===== config.mk =====
export PLATFORM = sky130hd
export DESIGN_NAME = time_counter
export DESIGN_NICKNAME = d
export VERILOG_FILES = /design/src/rtl/time_counter.sv
export SDC_FILE = /design/constraint.sdc
export NUM_CORES = 1
export LEC_CHECK = 0
export CAP_MARGIN = 10
export CORE_ASPECT_RATIO = 1.75
export CORE_MARGIN = 2
export CORE_UTILIZATION = 41
export CTS_CLUSTER_DIAMETER = 50
export DETAILED_ROUTE_END_ITERATION = 8
export GPL_TIMING_DRIVEN = 0
export PLACE_DENSITY = 0.73
export SLEW_MARGIN = 20
export SYNTH_ARGS = -nofsm -noshare
export SYNTH_HDL_FRONTEND = slang
export SYNTH_SLANG_ARGS = --single-unit

===== constraint.sdc =====
create_clock -name clk -period 1.7 [get_ports clk]
set_input_delay 0.34 -clock clk [delete_from_list [all_inputs] [get_ports clk]]
set_output_delay 0.34 -clock clk [all_outputs]
set_load 0.01 [all_outputs]

===== src/rtl/time_counter.sv =====
// time_counter -- HH:MM:SS time-of-day counter driven by a TICK_DIV-cycle
// prescaler, with debounced minute/hour set buttons and a synchronous clear.
// Optional feature macro: HOUR_COUNTER_EN. When it is undefined the hours
// output is tied to zero, the minute carry is dropped and btn_hour is ignored.
module time_counter #(
   parameter int unsigned TICK_DIV = 50000000
) (
   input  logic       clk,
   input  logic       reset,
   input  logic       run,
   input  logic       clear,
   input  logic       btn_min,
   input  logic       btn_hour,
   output logic [7:0] seconds,
   output logic [7:0] minutes,
   output logic [7:0] hours,
   output logic       sec_tick
);

   // Prescaler width; TICK_DIV >= 2 guarantees at least one bit.
   localparam int unsigned PW = $clog2(TICK_DIV);
   localparam logic [PW-1:0] PRESC_MAX = PW'(TICK_DIV - 1);

   localparam logic [7:0] SEC_MAX  = 8'd59;
   localparam logic [7:0] MIN_MAX  = 8'd59;

   // Modular increment: anything at or above the field maximum returns to 0,
   // so a field can never leave its range even from an unexpected value.
   function automatic logic [7:0] wrap_inc(input logic [7:0] value,
                                           input logic [7:0] max_value);
      if (value >= max_value) begin
         return 8'd0;
      end
      return value + 8'd1;
   endfunction

   logic [PW-1:0] presc_q, presc_d;
   logic [7:0]    sec_q, sec_d;
   logic [7:0]    min_q, min_d;
   logic          sec_tick_q, sec_tick_d;

   // Edge-detect registers hold "button was seen released", so they reset to
   // 0 (disarmed): a button held through reset release cannot fire until it
   // has been released and pressed again.
   logic          min_arm_q, min_arm_d;

   logic          tick;
   logic          min_press;
   logic          min_carry;

   // Tick fires on the edge where the prescaler sits at its top value while
   // running; clear suppresses it.
   assign tick      = run && (presc_q == PRESC_MAX) && !clear;
   assign min_press = btn_min && min_arm_q;
   assign min_carry = tick && (sec_q >= SEC_MAX);

   // Next-state for prescaler, seconds, minutes and the minute button arm.
   always_comb begin
      // NOTE: every output of this block gets a default first, so no path can
      // leave a value unassigned and infer a latch.
      presc_d    = presc_q;
      sec_d      = sec_q;
      min_d      = min_q;
      sec_tick_d = 1'b0;
      min_arm_d  = !btn_min;

      if (clear) begin
         presc_d = '0;
         sec_d   = 8'd0;
         min_d   = 8'd0;
      end else begin
         if (run) begin
            presc_d = (presc_q == PRESC_MAX) ? '0 : presc_q + 1'b1;
         end
         if (tick) begin
            sec_d      = wrap_inc(sec_q, SEC_MAX);
            sec_tick_d = 1'b1;
         end
         // A press and a tick carry landing together still give only +1.
         if (min_press || min_carry) begin
            min_d = wrap_inc(min_q, MIN_MAX);
         end
      end
   end

   // State registers for prescaler, seconds, minutes, pulse and minute arm.
   always_ff @(posedge clk or posedge reset) begin
      // NOTE: sequential state uses non-blocking assignments so every register
      // samples the pre-edge values regardless of statement order.
      if (reset) begin
         presc_q    <= '0;
         sec_q      <= 8'd0;
         min_q      <= 8'd0;
         sec_tick_q <= 1'b0;
         min_arm_q  <= 1'b0;
      end else begin
         presc_q    <= presc_d;
         sec_q      <= sec_d;
         min_q      <= min_d;
         sec_tick_q <= sec_tick_d;
         min_arm_q  <= min_arm_d;
      end
   end

`ifdef HOUR_COUNTER_EN
   localparam logic [7:0] HOUR_MAX = 8'd23;

   logic [7:0] hour_q, hour_d;
   logic       hour_arm_q, hour_arm_d;
   logic       hour_press;
   logic       hour_carry;

   assign hour_press = btn_hour && hour_arm_q;
   // A manual minute press replaces the tick carry into minutes, so it also
   // cancels any carry onward into hours.
   assign hour_carry = min_carry && !min_press && (min_q >= MIN_MAX);

   // Next-state for hours and the hour button arm.
   always_comb begin
      hour_d     = hour_q;
      hour_arm_d = !btn_hour;
      if (clear) begin
         hour_d = 8'd0;
      end else if (hour_press || hour_carry) begin
         hour_d = wrap_inc(hour_q, HOUR_MAX);
      end
   end

   // Hours and hour-arm registers.
   always_ff @(posedge clk or posedge reset) begin
      if (reset) begin
         hour_q     <= 8'd0;
         hour_arm_q <= 1'b0;
      end else begin
         hour_q     <= hour_d;
         hour_arm_q <= hour_arm_d;
      end
   end

   assign hours = hour_q;
`else
   // No hour logic: the button input is deliberately left without a load.
   logic unused_btn_hour;
   assign unused_btn_hour = btn_hour;
   assign hours           = 8'd0;
`endif

   assign seconds  = sec_q;
   assign minutes  = min_q;
   assign sec_tick = sec_tick_q;

endmodule


==> reports/results.tsv <==
stage	metric	value	unit
clock_tree	Hold Buf Count CTS	0	
timing	Hold Vio Cnt, Final	0	
global_route	Most Used Layer, Global Route	met2	
power	Switching Share	0.272	
cells_and_area	Design Area, Final	3620	um^2
power	maximum vdd drop	294	uV
cells_and_area	ant diodes	0	
routing	Initial DRT Pass Iterations	4	
timing	final-report setup violation count	38	
timing	pins over their slew limit	0	
setup_path	R2R cell count	6	
clock_tree	CTS max path bufs	2	
die	die area	6490	um^2
timing	Setup TNS	-3.01	ns
setup_path	CP arrival	2.12	ns
die	row cnt	36	
power	sequential share of power	0.538	
routing	Residual DRC	0	
cells_and_area	share of layout cells above drive strength 1	0.425	
routing	Detail Route Antenna Nets	0	
clock_tree	number of CTS-inserted buffers	5	
logic_synthesis	Yosys reg bits	44	
global_route	first-pass GRT wire length	9050	um
power	Net Switching	0.550	mW
global_route	met3 Track Usage GR	0.0322	
routing	initial DRC count	106	
placement	input/output buffers	21	
timing	Clock Skew	0.0106	ns
status	violated checks	negative setup slack	
logic_synthesis	synthesized area per cell	9.54	um^2
power	Combinational Power Share	0.140	
global_route	Overflow after GRT	0	
global_route	M1 GR Usage	0.186	
timing	RSZ-0062 raised after global routing	true	
placement	hpwl dp	3700	um
power	Pleak	1.50	nW
die	die width	61.8	um
cells_and_area	NumNets Final	322	
timing	Final period util	1.13	
setup_path	worst setup path end	presc_q[15]	
timing	Final min period	1.92	ns
placement	DP Area	2780	um^2
setup_path	crit path launch	run	
global_route	initial antenna violation count	0	
logic_synthesis	ys async rst share	1.00	
cells_and_area	FILL cells	426	
cells_and_area	Syn-to-layout area delta	51.3	%
setup_path	CP Capture Type	flop	
setup_path	crit start category	input pin	
die	floorplan core area	5590	um^2
clock_tree	Worst-path clk slew	0.09	ns
clock_tree	latest clock arrival within the worst-skew pair	0.31	ns
setup_path	worst setup path class	input pin to flop	
routing	WL final	6900	um
setup_path	worst r2r src	presc_q[22]	
clock_tree	clock sink count	44	
job	total of max-cap violations	0	
die	num ports	31	
logic_synthesis	Post-synth EDFFs	0	
power	clock power share	0.322	
setup_path	Critical Path RT	1.90	ns
status	run status	finished, violations left	
clock_tree	H-Tree Depth	2	
placement	global placement routability congestion	0.793	
die	Starting Density	0.429	
global_route	Overall Global Routing Usage	0.184	
power	PD cells	559	nW/um^2
hold_path	hold crit path type	input pin to async pin	
timing	Slew headroom	0.573	
cells_and_area	Layout Cells excl Fill	389	
timing	Hold WS	0.311	ns
power	cell internal pwr	1.48	mW
logic_synthesis	post-synthesis cell type count	42	
clock_tree	CTS tree	yes	
global_route	vias in the first global route	2018	
logic_synthesis	Syn. warnings	0	
logic_synthesis	Cell Area, Synth	2390	um^2
die	overall die height	105	um
timing	Fmax	0.520	GHz
power	overall power	2.02	mW
logic_synthesis	Main synth FF type	dfrtp_1	
setup_path	R2R Path End	minutes[0]	
global_route	largest net degree at the start of global routing	31	
routing	total number of vias	2133	
logic_synthesis	Post-Synthesis Cells	251	
global_route	met2 usage in global routing	0.329	
routing	drt wl/cell	17.7	um
placement	Inst Count DP	356	
setup_path	reg2reg setup slack	-0.16	ns
timing	setup ws final	-0.225	ns
timing	worst slew pin tran	0.641	ns
clock_tree	CTS root buf	clkbuf_8	
routing	number of vias per cell	5.48	
setup_path	Worst Path Max Fanout	9	
logic_synthesis	sequential element share of the synthesized area	0.460	
[worst min path at each step]
stage | endpoint | slack [ns]
2_1_floorplan | min_arm_q | 0.40
3_3_place_gp | seconds[7] | 0.50
3_5_place_dp | seconds[7] | 0.51
4_1_cts | minutes[2] | 0.32
5_1_grt | seconds[7] | 0.33
6_report | minutes[2] | 0.31
[area by class of cell]
class	count	area (um^2)	area share
flip-flops and latches	44	1110	0.306
clock inverters	1	5.00	0.00138
clock buffers	6	72.6	0.0200
well taps	76	95.1	0.0263
repair buffers	51	531	0.147
plain buffers	12	110	0.0304
inverters	14	52.6	0.0145
multi-input cells	185	1650	0.454
[per-stage QoR]
step	setup slack [ns]	utilization
floorplan	-0.0624	-
global placement	-0.710	0.495
detailed placement	-0.604	0.498
CTS	-0.170	0.571
global route	-0.261	0.648
finish	-0.225	0.648
[power groups by stage]
| stage | sequential [mW] | clock (mW) | combinational (mW) |
|---|---|---|---|
| final | 1.09 | 0.652 | 0.284 |
| after global routing | 1.09 | 0.710 | 0.302 |
| after CTS | 1.08 | 0.663 | 0.218 |
| after detailed placement | 1.10 | 0 | 0.179 |
| after global placement | 1.10 | 0 | 0.169 |
| after floorplan | 1.11 | 0 | 0.109 |
[Yosys cell counts (2+ instances only)]
cell type / count / area share
o32ai_1: 3 / 0.011
dfrtp_1: 44 / 0.46
a31oi_1: 2 / 0.0052
o2111ai_1: 2 / 0.0073
nand2_1: 14 / 0.022
buf_2: 5 / 0.010
nor4_1: 3 / 0.0078
nand4_1: 6 / 0.016
o21ai_0: 5 / 0.010
xnor2_1: 15 / 0.055
a21oi_1: 7 / 0.015
nand3_1: 15 / 0.031
or3_1: 2 / 0.0052
o22ai_1: 2 / 0.0052
and3_1: 9 / 0.024
buf_4: 8 / 0.025
nor4b_2: 2 / 0.013
and4_1: 4 / 0.015
ha_1: 3 / 0.016
nand2b_1: 3 / 0.0078
mux2i_1: 2 / 0.0084
xor2_1: 9 / 0.033
nor2b_1: 6 / 0.016
o31ai_1: 4 / 0.013
nor3_1: 5 / 0.010
inv_1: 14 / 0.022
nor2_1: 41 / 0.064
nand4_2: 2 / 0.010
[critical path: stages]
cell	delay, ns
clkdlybuf4s50_1	0.63
o211a_4	0.24
nand4_4	0.25
buf_4	0.24
nor3_1	0.22
xnor2_1	0.15
nor2_1	0.05
[cell families after synthesis]
| group | synth area share |
|---|---|
| simple gates | 0.281 |
| flops | 0.460 |
| buf+inv | 0.0638 |
| compound gates | 0.0753 |
| xor+xnor | 0.0878 |
| fa+ha+maj | 0.0157 |
| mux | 0.0146 |
| other cells | 0.00157 |
[layer usage]
layer  part of all wire  vias up
li1                   -      977
met1               0.35     1071
met2               0.58       59
met3              0.022       26
met4              0.046        0
met5                  0        -
[repair_timing]
item | 4_1_cts | 5_1_grt
gates resized for setup | 49 | 72
setup buffers | 16 | 13
pin swaps | 12 | 29
endpoints found under the setup margin | 39 | 44
gates cloned | 0 | 2
[cell usage in the layout (no fill, tap or decap), drive strengths merged, types with 7 or more instances in the layout]
master,n
inv,14
xor2,9
and3,9
dfrtp,44
xnor2,15
conb,8
clkbuf,9
nand4,9
nand2,14
clkdlybuf4s50,19
nand3,16
buf,39
a21oi,7
nor2,41
[flip-flops by register name (all words and copies together) (netlist names)]
signal / cells
presc_q: 26
min_arm_q: 1
sec_tick: 1
seconds: 8
minutes: 8
No activity file was read; power rests on OpenSTA's default activity.
